### src/rtl/fifo_read_port.sv
// Read-side port engine for the FIFO: issues takes to the controller and turns the
// synchronous-read memory stream into a backpressure-safe valid/ready output with a 2-entry buffer.
module fifo_read_port #(
  parameter int FIFO_DSIZE = 8,
  parameter int FIFO_ASIZE = 4
) (
  input  logic                  in_clock,
  input  logic                  in_reset_n,
  input  logic                  in_empty,
  output logic                  out_take,
  input  logic [FIFO_DSIZE-1:0] in_read_data,
  input  logic                  in_flush,
  output logic                  out_valid,
  input  logic                  in_ready,
  output logic [FIFO_DSIZE-1:0] out_data,
  output logic [1:0]            out_level
);

  logic [1:0]            count;
  logic                  inflight;
  logic [FIFO_DSIZE-1:0] head;
  logic [FIFO_DSIZE-1:0] tail;
  logic                  pop;
  logic [2:0]            credit;

  assign pop = out_valid & in_ready;

  // Free slots once this cycle's pop and the word already in flight are accounted for;
  // the pop term lets takes resume in the same cycle backpressure is released.
  always_comb begin
    credit = 3'd2 - {1'b0, count} - {2'b00, inflight} + {2'b00, pop};
  end

  assign out_take  = in_reset_n & ~in_flush & ~in_empty & (credit != 3'd0);
  assign out_valid = (count != 2'd0);
  assign out_data  = head;
  assign out_level = count;

  always_ff @(posedge in_clock or negedge in_reset_n) begin
    if (!in_reset_n) begin
      count    <= '0;
      inflight <= 1'b0;
    end else if (in_flush) begin
      count    <= '0;
      inflight <= 1'b0;
    end else begin
      inflight <= out_take;
      count    <= count + {1'b0, inflight} - {1'b0, pop};
    end
  end

  // Pop shifts tail into head first, then a capture lands in the slot after the last valid entry.
  always_ff @(posedge in_clock or negedge in_reset_n) begin
    if (!in_reset_n) begin
      head <= '0;
      tail <= '0;
    end else if (!in_flush) begin
      case ({pop, inflight})
        2'b10: head <= tail;
        2'b01: begin
          if (count == 2'd0) head <= in_read_data;
          else               tail <= in_read_data;
        end
        2'b11: begin
          if (count == 2'd1) begin
            head <= in_read_data;
          end else begin
            head <= tail;
            tail <= in_read_data;
          end
        end
        default: ;
      endcase
    end
  end

  // (count, inflight) = (2,1) would overflow the buffer; count = 3 is never encoded.
  assert property (@(posedge in_clock) disable iff (!in_reset_n)
    !(count == 2'd2 && inflight) && (count != 2'd3) && (FIFO_ASIZE > 0));

endmodule

### config.mk
export PLATFORM = sky130hd
export DESIGN_NAME = fifo_read_port
export DESIGN_NICKNAME = d
export VERILOG_FILES = /design/src/rtl/fifo_read_port.sv
export SDC_FILE = /design/constraint.sdc
export NUM_CORES = 1
export LEC_CHECK = 0
export CAP_MARGIN = 25
export CORE_ASPECT_RATIO = 0.7
export CORE_MARGIN = 2
export CORE_UTILIZATION = 49
export CTS_CLUSTER_DIAMETER = 30
export DETAILED_ROUTE_END_ITERATION = 7
export PLACE_DENSITY = 0.78
export SLEW_MARGIN = 20
export SYNTH_ARGS = -nofsm -noshare
export SYNTH_HDL_FRONTEND = slang
export SYNTH_SLANG_ARGS = --single-unit
### constraint.sdc
create_clock -name in_clock -period 3.1 [get_ports in_clock]
set_input_delay 0.775 -clock in_clock [delete_from_list [all_inputs] [get_ports in_clock]]
set_output_delay 0.775 -clock in_clock [all_outputs]
set_load 0.05 [all_outputs]
==> reports/results.txt <==
Final WS setup - 66.4 ps
Syn. warnings - 0
Pre-CTS WS - -230 ps
Setup violators final - 0
Tot Pwr - 0.00132 W
Routed wire length - 2.33 mm
Min-delay src - out_data[7]$_DFFE_PN0P_
Final Skew - 12.3 ps
Ant. Diodes - 0
Vias - 848
Synth async-reset ratio - 1.00
Commonest non-fill, non-tap cell in the layout - clkdlybuf4s50_1
Hold Buf Count CTS - 0
Mean post-synth cell area - 11.8 um2
Achievable Freq - 330 MHz
Synth top area share - 0.439
ANT nets after route - 0
# rows - 14
I/O Pins - 25
Max-Cap Viols - 0
Hold path cells - 1
Dpl hpwl - 1.74 mm
Later-pin clock latency in the skew report - 300 ps
RSZ-0062 raised after global routing - no
Die W - 60.2 um
Global route overflow - 0
Crit-path max cell delay - 360 ps
Top cells by area, synth - dfrtp_1 44%, mux2_2 16%, a32oi_1 13%, ha_1 5.8%, nand2_1 3.5%
Die H - 43.3 um
Unique masters post-synth - 21
Synth area leader - dfrtp_1
Worst slew pin tran - 637 ps
Mapped cell area - 0.00108 mm2
Post-layout nets - 138
Largest net degree at the start of global routing - 21
Fin crit period - 3030 ps
First-pass GRT wire length - 4.02 mm
Crit path DAT - 2260 ps
Area after DPL - 0.00141 mm2
Slew HR - 0.574
Design Area, Final - 0.00143 mm2
CP required - 2320 ps
Hold worst-path end - out_data[7]$_DFFE_PN0P_
Post-synth top flop - dfrtp_1
CP bufs+invs - 2
Critical-path top delay cell - fa_2
CTS root buffer - clkbuf_4
Drt initial violations - 48
Fin crit share - 0.979
CTS Buf Count - 3
P per Cell Area - 921 mW/mm2
Min-delay worst type - flop to flop
# DRC - 0
Clock sink count - 19
Placer congestion estimate - 0.774
Clock Tree Buf Depth - 2
WL/cell - 15.6 um
Post-CTS Setup Inserts - 0
Kind of critical path - primary input to output pin
Flop2flop setup slack - 760 ps
Pre-Repair DR Iteration Count - 4
Final hold vios - 0
Share of layout cells above drive strength 1 - 0.288
Fillers - 164
Post-CTS resize count - 1
Synthesized net count - 111
Clock Pin Slew Worst Setup and Hold Paths - 110 ps
Commonest cells after routing, fill and taps aside - 22 x clkdlybuf4s50_1, 17 x dfrtp_1, 16 x a32oi_1
Critical path peak fanout - 2
Critical-path cell list - dlygate4sd2_1, nand2_4, fa_2, ha_4, nand2_2, nor2_2, nor4b_4, buf_12
Total track usage - 0.215
Leakage - 0.613 nW
Depth of the most critical reg-to-reg path - 10
R2R Path Start - out_level[1]$_DFF_PN0_
Maximum vdd drop - 0.000439 V
Final core utilization - 0.677
Cell count after synthesis - 92
FF-to-FF End - out_data[1]$_DFFE_PN0P_
Htree depth - 1
Die ar. - 0.00261 mm2
Final hold slack - 512 ps
Setup crit end kind - output pin
Seq/Total Area, Yosys - 0.439
Synthesis-stage register bit count - 19
Port buffer count - 24
CP Launch Type - primary input
Slew Limit Fails - 0
Status - complete, no violations
Top delay family on crit path - adder cells
P&R area growth vs syn - 32.5%
Core box area - 0.00212 mm2
Initial core utilization - 0.511
EDFF count, synth - 0
Via density - 5.65
Vias in the first global route - 870
CTS tree - done
Initial antenna violation count - 0
## how the worst max path moves through the flow
| stage | from | to | slack (ps) | cells past startpoint |
|---|---|---|---|---|
| 4_1_cts | in_ready | out_take | 50 | 8 |
| 2_1_floorplan | out_level[1]$_DFF_PN0_ | out_take | 4 | 7 |
| 3_5_place_dp | in_ready | out_take | -230 | 8 |
| 3_3_place_gp | in_ready | out_take | -190 | 8 |
| 6_report | in_ready | out_take | 70 | 8 |
| 5_1_grt | out_level[1]$_DFF_PN0_ | out_take | 4 | 7 |
## cell families after synthesis
logic type      count (synthesis)  synth area share
simple gates                   22             0.102
flops                          19             0.439
compound gates                 17             0.145
mux                            17             0.176
buf+inv                         9            0.0462
fa+ha+maj                       6            0.0763
xor+xnor                        2            0.0162
## metal layers
metal	track usage	vias to the layer above	part of all wire
met3	0.0549	6	0.049
met5	0	-	0
met4	0.0711	0	0.016
met2	0.352	23	0.51
met1	0.278	421	0.42
li1	-	398	-
## where the power goes
group | leakage [nW] | total (W) | internal [W] | switching (W)
combinational | 0.366 | 0.000751 | 0.000314 | 0.000437
sequential | 0.231 | 0.000444 | 0.000362 | 0.0000820
clock | 0.0150 | 0.000126 | 0.0000502 | 0.0000762
total | 0.613 | 0.00132 | 0.000726 | 0.000595
## flip-flops by register name (all words and copies together), names as in the netlist
signal / cells
out_level: 2
tail: 8
out_data: 8
inflight: 1
## layout make-up
type | count | area [um2] | area share
flip-flops and latches | 19 | 478 | 0.333
multi-input cells | 64 | 599 | 0.418
well taps | 32 | 40.0 | 0.0279
inverters | 3 | 11.3 | 0.00785
repair buffers | 28 | 279 | 0.195
clock buffers | 4 | 26.3 | 0.0183
## metrics by stage
stage                     std cells  TNS, ps
after detailed placement        146     -230
after CTS                       150        0
final                           150        0
after global routing            150        0
after global placement          146     -188
after floorplan                  92        0
## synth_stat cells, types with 2 or more instances
master	count
nand2_1	10
or2_4	2
nor2_1	5
a32oi_1	16
buf_6	2
inv_1	3
dfrtp_1	19
nor4b_1	2
mux2_2	15
ha_1	5
clkbuf_1	3
No activity file was read; power rests on OpenSTA's default activity.
